<file path="src/rtl/encoder_value_ctrl_pkg.sv">
// encoder_value_ctrl_pkg: shared state encodings, direction codes and ms-tick divisor helper
package encoder_value_ctrl_pkg;
  typedef enum logic [1:0] {IDLE, HELD, HELD_ROT, LONG} btn_state_t;
  typedef enum logic [1:0] {DIR_NONE, DIR_UP, DIR_DOWN} dir_t;
  localparam int unsigned MS_PER_S = 1000;
  function automatic int unsigned ms_div(input int unsigned hz);
    return (hz / MS_PER_S < 1) ? 1 : hz / MS_PER_S;
  endfunction
endpackage

</file>
<file path="src/rtl/encoder_value_ctrl_ms_tick.sv">
// encoder_value_ctrl_ms_tick: free-running prescaler producing a one-cycle tick every DIV clocks
module encoder_value_ctrl_ms_tick #(
  parameter int unsigned DIV = 10000
) (
  input  logic clk,
  input  logic rst_n,
  output logic tick
);
  localparam int CW = DIV > 1 ? $clog2(DIV) : 1;
  logic [CW-1:0] cnt;
  // count 0..DIV-1 and pulse on wrap
  always_ff @(posedge clk or negedge rst_n)
    if (!rst_n) begin
      cnt  <= '0;
      tick <= 1'b0;
    end else begin
      tick <= cnt == CW'(DIV - 1);
      cnt  <= cnt == CW'(DIV - 1) ? '0 : cnt + 1'b1;
    end
endmodule

</file>
<file path="src/rtl/encoder_value_ctrl.sv">
// encoder_value_ctrl: bounded value register driven by encoder detents and button events
module encoder_value_ctrl
  import encoder_value_ctrl_pkg::*;
#(
  parameter int unsigned CLOCK_HZ        = 10_000_000,
  parameter int unsigned WIDTH           = 8,
  parameter int unsigned MIN_VALUE       = 0,
  parameter int unsigned MAX_VALUE       = 100,
  parameter int unsigned DEFAULT_VALUE   = 50,
  parameter int unsigned FINE_STEP       = 1,
  parameter int unsigned COARSE_STEP     = 10,
  parameter bit          WRAP            = 1'b0,
  parameter int unsigned ACCEL_WINDOW_MS = 50,
  parameter int unsigned ACCEL_FACTOR    = 4,
  parameter int unsigned LONG_PRESS_MS   = 500
) (
  input  logic             clk,
  input  logic             rst_n,
  input  logic             increment,
  input  logic             decrement,
  input  logic             button_press,
  input  logic             button_release,
  output logic [WIDTH-1:0] value,
  output logic             coarse,
  output logic             changed,
  output logic             long_press
);
  localparam int E  = WIDTH + 2;
  localparam int AW = $clog2(ACCEL_WINDOW_MS + 1);
  localparam int HW = $clog2(LONG_PRESS_MS + 1);

  logic             tick;
  btn_state_t       state, state_nx;
  dir_t             last_dir, dir;
  logic [AW-1:0]    since_ms;
  logic [HW-1:0]    hold_ms;
  logic             detent, press_evt, rel_evt, hold_done, toggle, restore, apply, accel;
  logic [E-1:0]     base, step, cur, up, dn, next_up, next_dn, target;
  logic [WIDTH-1:0] new_val;

  encoder_value_ctrl_ms_tick #(.DIV(ms_div(CLOCK_HZ))) u_tick (
    .clk  (clk),
    .rst_n(rst_n),
    .tick (tick)
  );

  assign detent    = increment ^ decrement;
  assign dir       = increment ? DIR_UP : DIR_DOWN;
  assign press_evt = button_press & ~button_release;
  assign rel_evt   = button_release & ~button_press;
  assign hold_done = tick && hold_ms == HW'(LONG_PRESS_MS - 1) && (state == HELD || state == HELD_ROT);

  // button state register
  always_ff @(posedge clk or negedge rst_n)
    if (!rst_n) state <= IDLE;
    else state <= state_nx;

  // button next state; release beats a simultaneous long-press expiry
  always_comb begin
    state_nx = state;
    toggle   = 1'b0;
    restore  = 1'b0;
    unique case (state)
      IDLE: if (press_evt) state_nx = HELD;
      HELD:
        if (rel_evt) begin
          state_nx = IDLE;
          toggle   = 1'b1;
        end else if (hold_done) begin
          state_nx = LONG;
          restore  = 1'b1;
        end else if (detent) state_nx = HELD_ROT;
      HELD_ROT:
        if (rel_evt) state_nx = IDLE;
        else if (hold_done) begin
          state_nx = LONG;
          restore  = 1'b1;
        end
      LONG: if (rel_evt) state_nx = IDLE;
      default: state_nx = IDLE;
    endcase
  end

  // hold time in ms, cleared whenever the button is up, saturating at the long-press limit
  always_ff @(posedge clk or negedge rst_n)
    if (!rst_n) hold_ms <= '0;
    else if (state == IDLE) hold_ms <= '0;
    else if (tick && hold_ms != HW'(LONG_PRESS_MS)) hold_ms <= hold_ms + 1'b1;

  assign apply = detent && !restore;
  assign accel = dir == last_dir && since_ms < AW'(ACCEL_WINDOW_MS);

  // remember direction of the last applied detent and ms elapsed since it
  always_ff @(posedge clk or negedge rst_n)
    if (!rst_n) begin
      last_dir <= DIR_NONE;
      since_ms <= '0;
    end else if (apply) begin
      last_dir <= dir;
      since_ms <= '0;
    end else if (tick && since_ms != AW'(ACCEL_WINDOW_MS)) since_ms <= since_ms + 1'b1;

  assign base    = coarse ? E'(COARSE_STEP) : E'(FINE_STEP);
  assign step    = accel ? E'(base * ACCEL_FACTOR) : base;
  assign cur     = E'(value);
  assign up      = cur + step;
  assign dn      = cur - step;
  assign next_up = up > E'(MAX_VALUE) ? (WRAP ? E'(MIN_VALUE) : E'(MAX_VALUE)) : up;
  assign next_dn = cur >= E'(MIN_VALUE) + step ? dn : (WRAP ? E'(MAX_VALUE) : E'(MIN_VALUE));
  assign target  = restore ? E'(DEFAULT_VALUE) : apply ? (dir == DIR_UP ? next_up : next_dn) : cur;
  assign new_val = WIDTH'(target);

  // output registers; changed only when the stored value really moves
  always_ff @(posedge clk or negedge rst_n)
    if (!rst_n) begin
      value      <= WIDTH'(DEFAULT_VALUE);
      coarse     <= 1'b0;
      changed    <= 1'b0;
      long_press <= 1'b0;
    end else begin
      value      <= new_val;
      coarse     <= coarse ^ toggle;
      changed    <= new_val != value;
      long_press <= restore;
    end
endmodule

</file>
<file path="config.mk">
export PLATFORM = sky130hd
export DESIGN_NAME = encoder_value_ctrl
export DESIGN_NICKNAME = d
export VERILOG_FILES = /design/src/rtl/encoder_value_ctrl_pkg.sv /design/src/rtl/encoder_value_ctrl_ms_tick.sv /design/src/rtl/encoder_value_ctrl.sv
export SDC_FILE = /design/constraint.sdc
export NUM_CORES = 1
export LEC_CHECK = 0
export CORE_MARGIN = 5
export CORE_UTILIZATION = 29
export CTS_CLUSTER_SIZE = 8
export DETAILED_ROUTE_END_ITERATION = 16
export PLACE_DENSITY = 0.53
export SETUP_SLACK_MARGIN = 0.15
export SYNTH_ARGS = -nofsm -noshare
export SYNTH_HDL_FRONTEND = slang
export SYNTH_SLANG_ARGS = --single-unit
</file>
<file path="constraint.sdc">
create_clock -name clk -period 5.4 [get_ports clk]
set_clock_uncertainty 0.1 [all_clocks]
set_input_delay 1.08 -clock clk [delete_from_list [all_inputs] [get_ports clk]]
set_output_delay 1.08 -clock clk [all_outputs]
set_load 0.02 [all_outputs]
</file>
# Yosys cells after proc, flatten, opt, wreduce, memory -nomap -nowiden
# Index checks and enable logic that the tools add are counted.
dict set report word_totals {
  reg_bits 45
  latchBits 0
  ramBits 0
  mem_bits_ro 0
  inputBits 6
  out_inout_bits 11
  wordCells 77
  memories 0
}
dict set report classes {
  n_addsub 5
  multipliers 0
  n_div 0
  order_cmp 3
  eq_ne 14
  n_shift 0
  mux 26
  bitwise 6
  n_reduce_logical 13
}
# cell count
set op_table {}
lappend op_table {{two-way mux 8 bit} 5}
lappend op_table {{two-way mux 6 bit} 3}
lappend op_table {{two-way mux 9 bit} 2}
lappend op_table {{two-way mux 2 bit} 8}
lappend op_table {{adder 14 x 1 -> 14 bit (second input constant)} 1}
lappend op_table {{equality test 14 bit (second input constant)} 1}
lappend op_table {{two-way mux 14 bit} 1}
lappend op_table {{adder 8 x 6 -> 9 bit} 1}
lappend op_table {{adder 9 x 1 -> 9 bit (second input constant)} 1}
lappend op_table {{equality test 9 bit (second input constant)} 1}
lappend op_table {{greater-than comparator 9 x 7 -> 1 bit (second input constant)} 1}
lappend op_table {{inequality test 9 bit (second input constant)} 1}
lappend op_table {{>= comparator 8 x 6 -> 1 bit} 1}
lappend op_table {{inequality test 8 bit} 1}
lappend op_table {{case mux 2 bit (4 select lines)} 1}
lappend op_table {{subtractor 8 x 6 -> 8 bit} 1}
lappend op_table {{adder 6 x 1 -> 6 bit (second input constant)} 1}
lappend op_table {{logical AND 1 bit} 6}
lappend op_table {{< comparator 6 bit (second input constant)} 1}
lappend op_table {{inequality test 6 bit (second input constant)} 1}
lappend op_table {{two-way mux 1 bit} 5}
lappend op_table {{equality test 2 x 1 -> 1 bit (second input constant)} 2}
lappend op_table {{equality test 2 bit (second input constant)} 2}
lappend op_table {{two-way mux 4 bit} 1}
lappend op_table {{other kinds (13)} 18}

# Logic depth before layout (Yosys ltp)
# Gate-level depths: netlist of run 1.
dict set report logic_depth {
  ltp_word 11
  ltp_mapped 18
  ltp_nobuf 17
}

# By module
# From an unflattened synthesis of run 1, not the netlist that was laid out.
dict set report hier_totals {
  hier_cells 377
  hier_area_um2 3358.2
}
# mod n_inst cells_per_inst area_per_inst_um2 seq_area_each_um2
set by_module_without_submodules {}
lappend by_module_without_submodules {encoder_value_ctrl 1 314 2665.1 754.5}
lappend by_module_without_submodules {encoder_value_ctrl_ms_tick 1 63 693.2 375.4}

# Least setup slack after synthesis of run 1
# Ideal clock, no wire load.
dict set report synth_timing {
  path_type {input to register}
  start {in increment}
  end {reg changed}
  setup_ps 133
  arrival_ps 3726
  required_ps 5167
  path_slack_ps 1441
  cell_stages 18
  n_path_buf 1
  cell_sequence {clkbuf_1 > nor2_1 > nand2_1 > o21ai_0 > o21ai_0 > inv_1 > nor2_1 > ha_1 > inv_1 > fa_1 > a21oi_1 > a21o_1 > a21oi_2 > a221oi_2 > or2_1 > o311a_1 > and4_1 > nand4_1}
}
dict set report synth_between {
  elab_chain_len 11
  word_cells_on_any_way 17
  cone_classes {2 x add/sub; 2 x order compare; 3 x eq/ne; 7 x mux; 1 x bitwise; 2 x reduce/logical}
}
# item line
set synth_lines {}
lappend synth_lines {{start: declaration} encoder_value_ctrl.sv:19} ;# input logic increment,
lappend synth_lines {{two-way mux 2 bit} encoder_value_ctrl.sv:48} ;# assign dir = increment ? DIR_UP : DIR_DOWN;
lappend synth_lines {{equality test 2 bit} encoder_value_ctrl.sv:91} ;# assign accel = dir == last_dir && since_ms < AW'(ACCEL_WINDOW_MS);
lappend synth_lines {{logical AND 1 bit} encoder_value_ctrl.sv:91}
lappend synth_lines {{two-way mux 6 bit} encoder_value_ctrl.sv:104} ;# assign step = accel ? E'(base * ACCEL_FACTOR) : base;
lappend synth_lines {{adder 8 x 6 -> 9 bit} encoder_value_ctrl.sv:106} ;# assign up = cur + step;
lappend synth_lines {{greater-than comparator 9 x 7 -> 1 bit} encoder_value_ctrl.sv:108} ;# assign next_up = up > E'(MAX_VALUE) ? (WRAP ? E'(MIN_VALUE) : E'(MAX_VALUE)) : up;
lappend synth_lines {{two-way mux 8 bit} encoder_value_ctrl.sv:108}
lappend synth_lines {{two-way mux 8 bit} encoder_value_ctrl.sv:110} ;# assign target = restore ? E'(DEFAULT_VALUE) : apply ? (dir == DIR_UP ? next_up : next_dn) : cur;
lappend synth_lines {{two-way mux 8 bit * (2 in a row)} encoder_value_ctrl.sv:110}
lappend synth_lines {{inequality test 8 bit *} encoder_value_ctrl.sv:123} ;# changed <= new_val != value;
lappend synth_lines {{end signal: assignment} encoder_value_ctrl.sv:123}
lappend synth_lines {{end: declaration} encoder_value_ctrl.sv:25} ;# output logic changed,
# Mark *: on every way between the ends. The rest lies on a longest branch, timed or not.
# A chain may end at the register's enable or synchronous reset.

# Worst setup path after layout of run 1
# Same ends and word-level chain as after synthesis.

==> results.yml, run 1 <==
synth:
  syn_nets: 402
  seq_area_frac_synth: 0.341
  syn_avg_cell_area_um2: 8.83
  yosysMostFrequentCell: "nor2_1"
  synth_ff_type: "dfrtp_1"
  synth_top_cell_by_area: "dfrtp_1"
  synth_cell_types: 67
  yosys.area.top_type_share: 0.317
  synth_area_mm2: 0.00331
  synth_common_cells: "nor2_1 (45), dfrtp_1 (42), nand2_1 (32)"
  ys_async_sr_fraction: 1.00
  synth_seq_cells: 45
  synth_edf_count: 0
  syn_inst: 375
  synth_area_leaders: "dfrtp_1 (32%), ha_1 (7.2%), nor2_1 (5.1%), xnor2_1 (4.0%), xor2_1 (3.7%)"
  ys.warnings.count: 0
run:
  max-cap-violations: 0
drt:
  first_pass_iters: 4
  drt-initial-drc-count: 213
  drtAntennaViolNets: 0
  viasPerCell: 5.18
  avgRoutedWirePerCell_um: 15.0
  drc: 0
  wl_mm: 7.98
  dr_total_vias: 2752
worst_setup_path:
  cp.arrival_ns: 4.53
  worstSetupEndpointType: "flip-flop"
  worstSetupEndpoint: "changed"
  startpoint: "increment"
  required_ns: 5.45
  r2r_end: "changed"
  rr_worst_depth: 13
  r2r_slack_ns: 1.91
  critPathLaunchType: "primary input"
  reg2reg_from: "since_ms[2]"
  cp_max_fo: 9
  crit_type: "in -> reg"
global_route:
  grtUsageMet3: 0.0175
  busiest_layer: "met2"
  met2_usage: 0.199
  grt_use_total: 0.121
  met1_usage: 0.168
  grt_antenna_before_repair: 0
  grt_max_degree: 46
  grt_pass1_vias: 2683
  grt_pass1_wl_mm: 13.3
  gr-total-overflow: 0
clock_tree:
  clk_latency_ns: 0.28
  cts_buffers: 5
  clock-sinks: 45
  cts-root-buf: "clkbuf_16"
  ctsResizeCount: 0
  clk_pin_slew_worst_paths_ns: 0.06
  hold_buffers: 0
  htree_levels: 2
  tritoncts: "yes"
  cts_setup_buffers: 0
  clk_path_buf_depth: 2
die:
  rows: 39
  die_h_um: 117
  start_util: 0.292
  die_width_um: 117
  num_io_pins: 17
  die-area_mm2: 0.0137
  core_area_mm2: 0.0113
place:
  hpwl_mm: 6.05
  place.gp.congestion: 0.973
  port-buffer-count: 16
  dpl_cell_area_mm2: 0.00359
sta:
  maxSlewViolCount: 0
  fin_tns_setup_ns: 0
  hold_violations: 0
  rsz0062_at_grt: "no"
  period_share: 0.828
  finalCriticalPeriod_ns: 4.47
  fmax_mhz: 224
  final-setup-viol-count: 0
  slew_headroom: 0.339
  worst_pin_slew_ns: 0.991
final_layout:
  diodes: 0
  final_area_mm2: 0.00376
  syn2layout_area_growth_pct: 13.7
  drive_gt1_frac: 0.0928
  num-nets-final: 414
pwr:
  vdd_drop_max_mv: 0.265
  pwr_density_cell_mw_per_mm2: 516
  p_leak_nw: 1.54
worst_hold_path:
  min_from: "u_tick.cnt[0]"
  hold_path.class: "reg -> reg"
outcome:
  status: "complete, no violations"
-- how the worst min path moves through the flow --
stage	to	slack (ns)	cells past startpoint
finish	u_tick.cnt[0]	0.39	1
global placement	u_tick.cnt[0]	0.38	1
CTS	u_tick.cnt[0]	0.39	1
detailed placement	u_tick.cnt[12]	0.38	1
global route	u_tick.cnt[0]	0.43	1
floorplan	u_tick.cnt[0]	0.35	1
-- state kept, by name (all words and copies together) (netlist names) --
name	count
changed	1
hold_ms	9
value	8
state	2
last_dir	2
coarse	1
u_tick.cnt	14
long_press	1
since_ms	6
u_tick.tick	1
-- cell usage in the layout (no fill, tap or decap), drive strengths merged, types with 5 or more instances in the layout --
| master | synthesis | final |
|---|---|---|
| nor2 | 46 | 46 |
| dfrtp | 42 | 42 |
| nand2 | 32 | 32 |
| inv | 23 | 23 |
| o21ai | 23 | 23 |
| a21oi | 22 | 22 |
| ha | 19 | 19 |
| xnor2 | 16 | 16 |
| clkdlybuf4s50 | 0 | 15 |
| xor2 | 14 | 14 |
| nand3 | 10 | 10 |
| nor3 | 10 | 10 |
| a211oi | 9 | 9 |
| nand2b | 8 | 8 |
| nor2b | 8 | 8 |
| nand4 | 7 | 7 |
| clkbuf | 6 | 6 |
| nor4 | 5 | 5 |
-- report_power, final --
part | switching, mW | leakage (nW) | total, mW | internal (mW)
sequential | 0.102 | 0.580 | 0.488 | 0.386
combinational | 0.637 | 0.881 | 1.10 | 0.464
clock | 0.123 | 0.0831 | 0.354 | 0.231
-- critical path, stage by stage --
cell             delay, ns
clkdlybuf4s50_1       0.61
nand2_1               0.07
o21ai_0               0.18
o21ai_0               0.19
inv_1                 0.14
nor2_1                0.07
ha_1                  0.23
fa_1                  0.45
xor2_1                0.28
a21oi_1               0.12
o311ai_4              0.37
o211ai_1              0.15
a221oi_1              0.26
and4_1                0.22
nand4_1               0.09
-- layout make-up --
| type | instances | area [µm²] |
|---|---|---|
| Sequential cell | 45 | 1130 |
| Inverter | 23 | 86.3 |
| Clock buffer | 6 | 139 |
| Multi-Input combinational cell | 295 | 2030 |
| Tap cell | 143 | 179 |
| Timing Repair Buffer | 17 | 163 |
| Fill cell | 1195 | 7560 |
| Clock inverter | 2 | 37.5 |
-- through the flow --
step | setup slack, ns | hold slack (ns) | cells | util | power, mW
finish | 0.927 | 0.388 | 531 | 0.332 | 1.94
global route | 0.707 | 0.427 | 531 | 0.332 | 2.09
CTS | 0.959 | 0.393 | 531 | 0.332 | 1.95
detailed placement | 0.680 | 0.384 | 523 | 0.317 | 1.58
global placement | 0.731 | 0.381 | 523 | 0.317 | 1.59
floorplan | 1.44 | 0.355 | 375 | - | 1.31
-- routing by layer --
layer,wire [µm],vias up,part of all wire
met4,90,0,0.011
met1,3820,1303,0.48
li1,-,1370,-
met2,3710,70,0.46
met5,0,-,0
met3,370,9,0.046
-- cell families after synthesis --
| family | Yosys count | share of synthesized area |
|---|---|---|
| buffers and inverters | 35 | 0.0457 |
| adder cells (fa/ha/maj) | 21 | 0.0839 |
| flip-flops | 45 | 0.341 |
| multiplexers | 1 | 0.00340 |
| AND/OR/NAND/NOR | 146 | 0.228 |
| XOR/XNOR | 30 | 0.0816 |
| AO/OA/AOI/OAI | 97 | 0.216 |
Note: power is estimated with default switching activity, not from simulation.
==> run 2, diff against run 1 <==
- PLACE_DENSITY: 0.53 -> 0.55
- clock period: 5.4 -> 3.9 ns (I/O delays scaled with it)
==> run 2 against run 1 <==
Against the previous run:
- power increased by 65%
- routed wire length increased by 9.9%
- combinational power up 90%
- critical path depth up 2
- register-to-register slack got worse by 1.4 ns
- first-iteration DRC count up 1.9%
- die area unchanged
- clock power grew 21%
- via count rose by 7.4%
- critical path type unchanged
==> results.yml, run 2 (synthesis gave the netlist of run 1 again) <==
global_route:
  grt_pass1_wl_mm: 14.6
  met2_usage: 0.211
  grt_use_total: 0.132
  busiest_layer: "met2"
  grtUsageMet3: 0.0247
  grt_pass1_vias: 2950
  grt_max_degree: 46
  gr-total-overflow: 0
  met1_usage: 0.184
  grt_antenna_before_repair: 0
sta:
  final-setup-viol-count: 0
  rsz0062_at_grt: "no"
  fin_tns_setup_ns: 0
  slew_headroom: 0.328
  maxSlewViolCount: 0
  fmax_mhz: 276
  worst_pin_slew_ns: 1.01
  period_share: 0.928
  hold_violations: 0
  finalCriticalPeriod_ns: 3.62
place:
  hpwl_mm: 6.50
  port-buffer-count: 16
  place.gp.congestion: 0.895
worst_setup_path:
  crit_type: "in -> reg"
  required_ns: 3.95
  critPathLaunchType: "primary input"
  worstSetupEndpointType: "flip-flop"
  cp_max_fo: 4
  cp.arrival_ns: 3.67
clock_tree:
  cts_buffers: 5
  tritoncts: "yes"
  clk_path_buf_depth: 2
  clock-sinks: 45
  clk_latency_ns: 0.28
  clk_pin_slew_worst_paths_ns: 0.06
  cts-root-buf: "clkbuf_16"
  htree_levels: 2
  hold_buffers: 0
final_layout:
  nFillCells: 1167
  drive_gt1_frac: 0.220
  reg.largest.list: "u_tick.cnt x14, hold_ms x9, value x8"
  syn2layout_area_growth_pct: 25.8
  num-nets-final: 457
  diodes: 0
  largest_reg_flops: 14
  top_register: "u_tick.cnt"
  final_cell_mix: "nor2_1 (43), buf_4 (43), dfrtp_1 (42)"
  final_util: 0.368
die:
  die_h_um: 117
  core_area_mm2: 0.0113
  rows: 39
  die_width_um: 117
  num_io_pins: 17
  die-area_mm2: 0.0137
  start_util: 0.292
pwr:
  p_leak_nw: 1.76
  pwr_density_cell_mw_per_mm2: 769
  vdd_drop_max_mv: 0.522
drt:
  wl_mm: 8.77
  avgRoutedWirePerCell_um: 15.3
  drtAntennaViolNets: 0
  dr_total_vias: 2956
  drt-initial-drc-count: 217
  drc: 0
  first_pass_iters: 5
  viasPerCell: 5.15
run:
  max-cap-violations: 0
outcome:
  status: "complete, no violations"
worst_hold_path:
  hold_path.class: "reg -> reg"
-- run 2: through the flow --
stage / cell area [µm²] / instances / setup slack [ns] / hold WS, ns / total power, mW
after floorplan: 3310 / 375 / 0.241 / 0.355 / 1.82
after global placement: 3890 / 562 / -0.447 / 0.375 / 2.60
after detailed placement: 3890 / 562 / -0.478 / 0.377 / 2.59
after CTS: 4150 / 573 / 0.284 / 0.386 / 3.18
after global routing: 4170 / 574 / 0.149 / 0.408 / 3.42
final: 4170 / 574 / 0.282 / 0.382 / 3.20
-- run 2: cell type report --
class                      instances  area [µm²]  share of cell area
multi-input combinational        295        2120               0.509
sequential                        45        1130               0.271
timing repair buffer              60         497               0.119
tap                              143         179              0.0430
clock buffer                       6         139              0.0333
inverter                          23        86.3              0.0207
clock inverter                     2        13.8             0.00330
-- run 2: worst max-delay path: stages --
cell and delay (ns):
dlygate4sd2_1 0.27, nor2_1 0.12, nand2_1 0.07, o21ai_2 0.09
o21ai_2 0.11, inv_2 0.09, nor2_2 0.05, ha_2 0.20
fa_2 0.40, nand2b_4 0.11, a21oi_4 0.06, xnor2_1 0.16
o311ai_4 0.36, o211ai_1 0.19, a221oi_1 0.29, and4_1 0.23
nand4_1 0.10
-- run 2: where the power goes --
group          internal [mW]  switching (mW)
Clock                  0.255           0.175
Combinational           1.05            1.05
Sequential             0.535           0.149
-- run 2: routing by layer --
metal  vias up  wire length [µm]
met5         -                 0
met4         0               155
li1       1446                 -
met3        17               404
met1      1412              4190
met2        81              4020
-- run 2: what timing repair did --
action                                  CTS  global route
endpoints found under the setup margin    7             1
pin swaps                                 7             6
buffers inserted                          3             1
gates resized for setup                  20             4
-- run 2: path summary, 6_finish.rpt --
path	from	endpoint	cells after the start	slack, ns
max in group asynchronous	rst_n	long_press	1	2.50
min in group asynchronous	rst_n	hold_ms[0]	1	0.57
max reg2reg	since_ms[2]	changed	14	0.53
max	increment	changed	17	0.28
min	u_tick.cnt[0]	u_tick.cnt[0]	1	0.38
min reg2reg	u_tick.cnt[0]	u_tick.cnt[0]	1	0.38
